File: config.mk
export PLATFORM = sky130hd
export DESIGN_NAME = relu_maxpool2x2
export DESIGN_NICKNAME = d
export VERILOG_FILES = /design/src/rtl/relu_maxpool2x2_pkg.sv /design/src/rtl/relu_maxpool2x2_max4_relu.sv /design/src/rtl/relu_maxpool2x2.sv
export SDC_FILE = /design/constraint.sdc
export NUM_CORES = 2
export LEC_CHECK = 0
export BUFFER_PORTS_ARGS = -buffer_cell sky130_fd_sc_hd__buf_2
export CORE_MARGIN = 2
export CORE_UTILIZATION = 45
export DETAILED_ROUTE_END_ITERATION = 10
export PLACE_DENSITY = 0.69
export SYNTH_ARGS = -nofsm -noshare
export SYNTH_HDL_FRONTEND = slang
export SYNTH_SLANG_ARGS = --single-unit
File: constraint.sdc
create_clock -name clk -period 39.1 [get_ports clk]
set_clock_uncertainty 0.15 [all_clocks]
set_input_delay 11.73 -clock clk [delete_from_list [all_inputs] [get_ports clk]]
set_output_delay 11.73 -clock clk [all_outputs]
set_load 0.02 [all_outputs]
File: src/rtl/relu_maxpool2x2_pkg.sv
// Shared definitions for the conv3x3 -> relu_maxpool2x2 pipeline:
// sample format, pooling FSM encoding and a dimension clamp helper.
package relu_maxpool2x2_pkg;

    localparam int TOTAL_BITS = 16;
    localparam int FRAC_BITS  = 8;

    typedef enum logic [1:0] {
        ST_IDLE = 2'd0,
        ST_LOAD = 2'd1,
        ST_RUN  = 2'd2,
        ST_DONE = 2'd3
    } pool_state_t;

    function automatic logic [3:0] clamp_dim(input logic [3:0] dim, input int max_dim);
        return (int'(dim) > max_dim) ? 4'(max_dim) : dim;
    endfunction

endpackage

File: src/rtl/relu_maxpool2x2_max4_relu.sv
// Combinational signed maximum of four words, floored at zero (ReLU folded
// into the 2x2 max, since max(relu(x)) == relu(max(x))).
module max4_relu #(
    parameter int W = 16
) (
    input  logic [W-1:0] a_i,
    input  logic [W-1:0] b_i,
    input  logic [W-1:0] c_i,
    input  logic [W-1:0] d_i,
    output logic [W-1:0] y_o
);

    logic signed [W-1:0] m_ab;
    logic signed [W-1:0] m_cd;
    logic signed [W-1:0] m_all;

    always_comb begin
        m_ab  = ($signed(a_i) > $signed(b_i)) ? $signed(a_i) : $signed(b_i);
        m_cd  = ($signed(c_i) > $signed(d_i)) ? $signed(c_i) : $signed(d_i);
        m_all = (m_ab > m_cd) ? m_ab : m_cd;
        y_o   = m_all[W-1] ? '0 : m_all;
    end

endmodule

File: src/rtl/relu_maxpool2x2.sv
// ReLU + 2x2 max-pool over a captured conv3x3 output frame; one pooled word
// is written per RUN cycle in row-major window order.
module relu_maxpool2x2
    import relu_maxpool2x2_pkg::*;
#(
    parameter int total_bits  = TOTAL_BITS,
    parameter int frac_bits   = FRAC_BITS,
    parameter int max_in_rows = 6,
    parameter int max_in_cols = 6
) (
    input  logic                                                  clk,
    input  logic                                                  rst,
    input  logic                                                  start,
    input  logic [3:0]                                            in_rows,
    input  logic [3:0]                                            in_cols,
    input  logic [max_in_rows*max_in_cols*total_bits-1:0]         in_matrix,
    output logic [(max_in_rows/2)*(max_in_cols/2)*total_bits-1:0] pooled_matrix,
    output logic [3:0]                                            out_rows,
    output logic [3:0]                                            out_cols,
    output logic                                                  busy,
    output logic                                                  done
);

    localparam int IN_WORDS  = max_in_rows * max_in_cols;
    localparam int OUT_WORDS = (max_in_rows / 2) * (max_in_cols / 2);
    localparam int AW        = (IN_WORDS > 1) ? $clog2(IN_WORDS) : 1;
    localparam int OW        = (OUT_WORDS > 1) ? $clog2(OUT_WORDS) : 1;

    // The fractional split is carried for downstream consumers only.
    if (frac_bits >= total_bits) begin : g_bad_format
        $error("frac_bits must be smaller than total_bits");
    end

    pool_state_t           state_q, state_d;
    logic [total_bits-1:0] mat_q  [IN_WORDS];
    logic [total_bits-1:0] pool_q [OUT_WORDS];
    logic [3:0]            rows_q, cols_q;
    logic [3:0]            out_rows_q, out_cols_q;
    logic [3:0]            i_q, j_q;
    logic [OW-1:0]         idx_q;

    logic [7:0]            base;
    logic [AW-1:0]         addr_a, addr_b, addr_c, addr_d;
    logic [total_bits-1:0] win_max;
    logic                  last_win;

    // Top-left word of window (i,j) sits at (2i)*cols + 2j in the captured frame.
    always_comb begin
        base   = 8'({i_q, 1'b0}) * 8'(cols_q) + 8'({j_q, 1'b0});
        addr_a = AW'(base);
        addr_b = AW'(base + 8'd1);
        addr_c = AW'(base + 8'(cols_q));
        addr_d = AW'(base + 8'(cols_q) + 8'd1);
    end

    max4_relu #(
        .W(total_bits)
    ) u_max4_relu (
        .a_i(mat_q[addr_a]),
        .b_i(mat_q[addr_b]),
        .c_i(mat_q[addr_c]),
        .d_i(mat_q[addr_d]),
        .y_o(win_max)
    );

    assign last_win = (i_q == out_rows_q - 4'd1) && (j_q == out_cols_q - 4'd1);

    always_comb begin
        state_d = state_q;
        unique case (state_q)
            ST_IDLE, ST_DONE: if (start) state_d = ST_LOAD;
            ST_LOAD:          state_d = (rows_q >= 4'd2 && cols_q >= 4'd2) ? ST_RUN : ST_DONE;
            ST_RUN:           if (last_win) state_d = ST_DONE;
            default:          state_d = ST_IDLE;
        endcase
    end

    always_ff @(posedge clk or posedge rst) begin
        if (rst) begin
            state_q    <= ST_IDLE;
            rows_q     <= '0;
            cols_q     <= '0;
            out_rows_q <= '0;
            out_cols_q <= '0;
            i_q        <= '0;
            j_q        <= '0;
            idx_q      <= '0;
            for (int k = 0; k < IN_WORDS; k++) mat_q[k] <= '0;
            for (int k = 0; k < OUT_WORDS; k++) pool_q[k] <= '0;
        end else begin
            state_q <= state_d;
            case (state_q)
                ST_IDLE, ST_DONE: begin
                    if (start) begin
                        rows_q <= clamp_dim(in_rows, max_in_rows);
                        cols_q <= clamp_dim(in_cols, max_in_cols);
                        for (int k = 0; k < IN_WORDS; k++)
                            mat_q[k] <= in_matrix[k*total_bits +: total_bits];
                    end
                end
                ST_LOAD: begin
                    out_rows_q <= rows_q >> 1;
                    out_cols_q <= cols_q >> 1;
                    i_q        <= '0;
                    j_q        <= '0;
                    idx_q      <= '0;
                    for (int k = 0; k < OUT_WORDS; k++) pool_q[k] <= '0;
                end
                ST_RUN: begin
                    pool_q[idx_q] <= win_max;
                    idx_q         <= idx_q + OW'(1);
                    if (j_q == out_cols_q - 4'd1) begin
                        j_q <= '0;
                        i_q <= i_q + 4'd1;
                    end else begin
                        j_q <= j_q + 4'd1;
                    end
                end
                default: ;
            endcase
        end
    end

    for (genvar g = 0; g < OUT_WORDS; g++) begin : g_pack
        assign pooled_matrix[g*total_bits +: total_bits] = pool_q[g];
    end

    assign out_rows = out_rows_q;
    assign out_cols = out_cols_q;
    assign busy     = (state_q == ST_LOAD) || (state_q == ST_RUN);
    assign done     = (state_q == ST_DONE);

endmodule

==> impl_metrics.json <==
{
  "final_common_cell": "dfrtp_1",
  "drtPass1Iterations": 5,
  "crit_type": "input pin to asynchronous set/reset pin",
  "insertion_delay_ps": 690,
  "rr_worst_depth": 31,
  "ctsResizeCount": 0,
  "yosys.area.top_type_share_pct": 40.5,
  "startpoint_type": "input pin",
  "routed_wl_um": 165000,
  "final_hold_viol_count": 0,
  "path_clk_slew_ps": 60,
  "clk_path_buf_depth": 3,
  "fillers": 8518,
  "wl_per_cell_um": 30.9,
  "antenna_left": 0,
  "synth_seq_area_share_pct": 40.5,
  "yosysTopAreaCell": "dfrtp_1",
  "grtUsageTotal_pct": 31.8,
  "outcome": "completed",
  "cap_violations": 0,
  "dieHeight_um": 322,
  "die-area_um2": 104000,
  "synthArstFlopShare_pct": 100,
  "root_buffer": "clkbuf_16",
  "setup_viol": 0,
  "setup_tns_ps": 0,
  "period_share_pct": 37.4,
  "synth_area_leaders": "dfrtp_1 41%, mux4_2 24%, mux2_2 15%",
  "hold_depth": 2,
  "drt_iter0_drc": 3622,
  "relSlewSlack_pct": 12.9,
  "synth_ff_type": "dfrtp_1",
  "reg2reg_slack_ps": 26310,
  "drv_slew": 0,
  "fp.dieW_um": 322,
  "ios": 741,
  "r2r-end": "pooled_matrix[100]",
  "tightest_slew_ps": 1310,
  "antenna_found_initial": 102,
  "finalWeightedCongestion": 0.919,
  "core_area_um2": 100000,
  "avgSynthCellArea_um2": 13.8,
  "worstPathMaxFanout": 113,
  "drive_gt1_share_pct": 52.5,
  "postCtsSetupBuffers": 0,
  "cts_made_buffers": 86,
  "fin_crit_ps": 14630,
  "hold-path-endpoint": "pooled_matrix[53]",
  "holdBufCountCts": 0,
  "end_kind": "asynchronous set/reset pin",
  "hp-start": "pooled_matrix[53]",
  "clock-sinks": 738,
  "drc_errors": 0,
  "start_util_pct": 45.4,
  "utilization_pct": 53.3,
  "fin_nets": 4529,
  "syn2layout_area_growth_pct": 17.4,
  "ys_warn_count": 0,
  "fmax_ghz": 0.0683,
  "rows": 116,
  "dp_hpwl_um": 119000,
  "synth_cells": 3311,
  "cp.required_ps": 39600,
  "synth_edf_count": 0,
  "min_path_type": "flop to flop",
  "grt_pass1_vias": 35000,
  "grt.overflow.total": 0,
  "syn_area_um2": 45600,
  "worstPathArrival_ps": 15130,
  "htree_levels": 3,
  "cts_tree": "yes",
  "io_buffers": 728,
  "viasPerCell": 6.45,
  "ys_ff_latch": 738,
  "layout_common_cells": "737 x dfrtp_1, 728 x buf_2, 612 x mux2_2",
  "grt_max_degree": 190,
  "crit_path_start": "rst",
  "dr_total_vias": 34500,
  "grt_first_pass_wirelength_um": 240000,
  "rsz0062_at_grt": "false",
  "r2r_start": "cols_q[0]",
  "ys_types": 62
}
==> state kept, by name (all words and copies together), names as in the netlist <==
| signal | count |
|---|---|
| j_q | 4 |
| i_q | 4 |
| pooled_matrix | 135 |
| idx_q | 4 |
| mat_q | 576 |
| out_rows | 3 |
| cols_q | 4 |
| rows_q | 3 |
| out_cols | 3 |
| state_q | 2 |
==> kinds of logic (layout without fill, tap and decap cells) <==
logic type | count (synthesis) | after routing | synth area share [%]
mux | 1204 | 1204 | 41.3
flops | 738 | 738 | 40.5
compound gates | 494 | 494 | 7.84
simple gates | 411 | 411 | 4.29
buf+inv | 362 | 976 | 3.20
fa+ha+maj | 76 | 76 | 2.17
xor+xnor | 25 | 25 | 0.634
other cells | 1 | 72 | 0.00823
==> final cells by class <==
class | count | area [um^2] | area share, %
Antenna cell | 61 | 153 | 0.285
Clock buffer | 115 | 2450 | 4.59
Clock inverter | 42 | 613 | 1.15
Inverter | 29 | 116 | 0.218
Multi-Input combinational cell | 2221 | 25800 | 48.3
Sequential cell | 738 | 18500 | 34.5
Tap cell | 1357 | 1700 | 3.17
Timing Repair Buffer | 790 | 4160 | 7.78
==> per-stage QoR <==
step           hold WS (ps)  setup WS, ps  std cells  area, um^2
2_1_floorplan           322          6510       3321       45600
3_3_place_gp            338         23630       5135       50300
3_5_place_dp            343         23580       5135       50300
4_1_cts                 356         24290       5292       53300
5_1_grt                 380         23850       5341       53500
6_report                357         24470       5353       53500
==> worst max-delay path by stage <==
| stage | end | cells past startpoint |
|---|---|---|
| floorplan | cols_q[0] | 1 |
| global placement | mat_q[157] | 5 |
| detailed placement | mat_q[221] | 5 |
| CTS | mat_q[139] | 5 |
| global route | mat_q[75] | 5 |
| finish | mat_q[139] | 5 |
==> routing by layer <==
| metal | part of all wire, % | up-vias | routed length, um | global-route usage [%] |
|---|---|---|---|---|
| li1 | - | 14400 | - | - |
| met1 | 37 | 17800 | 62000 | 39.8 |
| met2 | 48 | 1815 | 78700 | 50.3 |
| met3 | 8.8 | 436 | 14600 | 8.58 |
| met4 | 5.9 | 64 | 9700 | 17.5 |
| met5 | 0.25 | - | 412 | 0 |
==> cells in the mapped netlist, types with 29 or more instances <==
master and n:
mux2_2 612, o311ai_0 85, nand3_1 175, mux4_2 480, ha_1 71, a21oi_1 73
mux2i_1 112, nand2_1 88, buf_1 45, inv_1 29, nor2_1 74, o211ai_1 157
buf_2 46, o21ai_0 50, o311ai_1 34, clkbuf_1 231, dfrtp_1 738
==> critical path, cell delays in order <==
cell	delay [ps]
buf_2	130
inv_8	560
buf_4	800
buf_4	870
buf_4	900
Power is left out: the tool's default activity adds up to more than one toggle a clock period on the data nets, which glitch-free logic cannot reach.
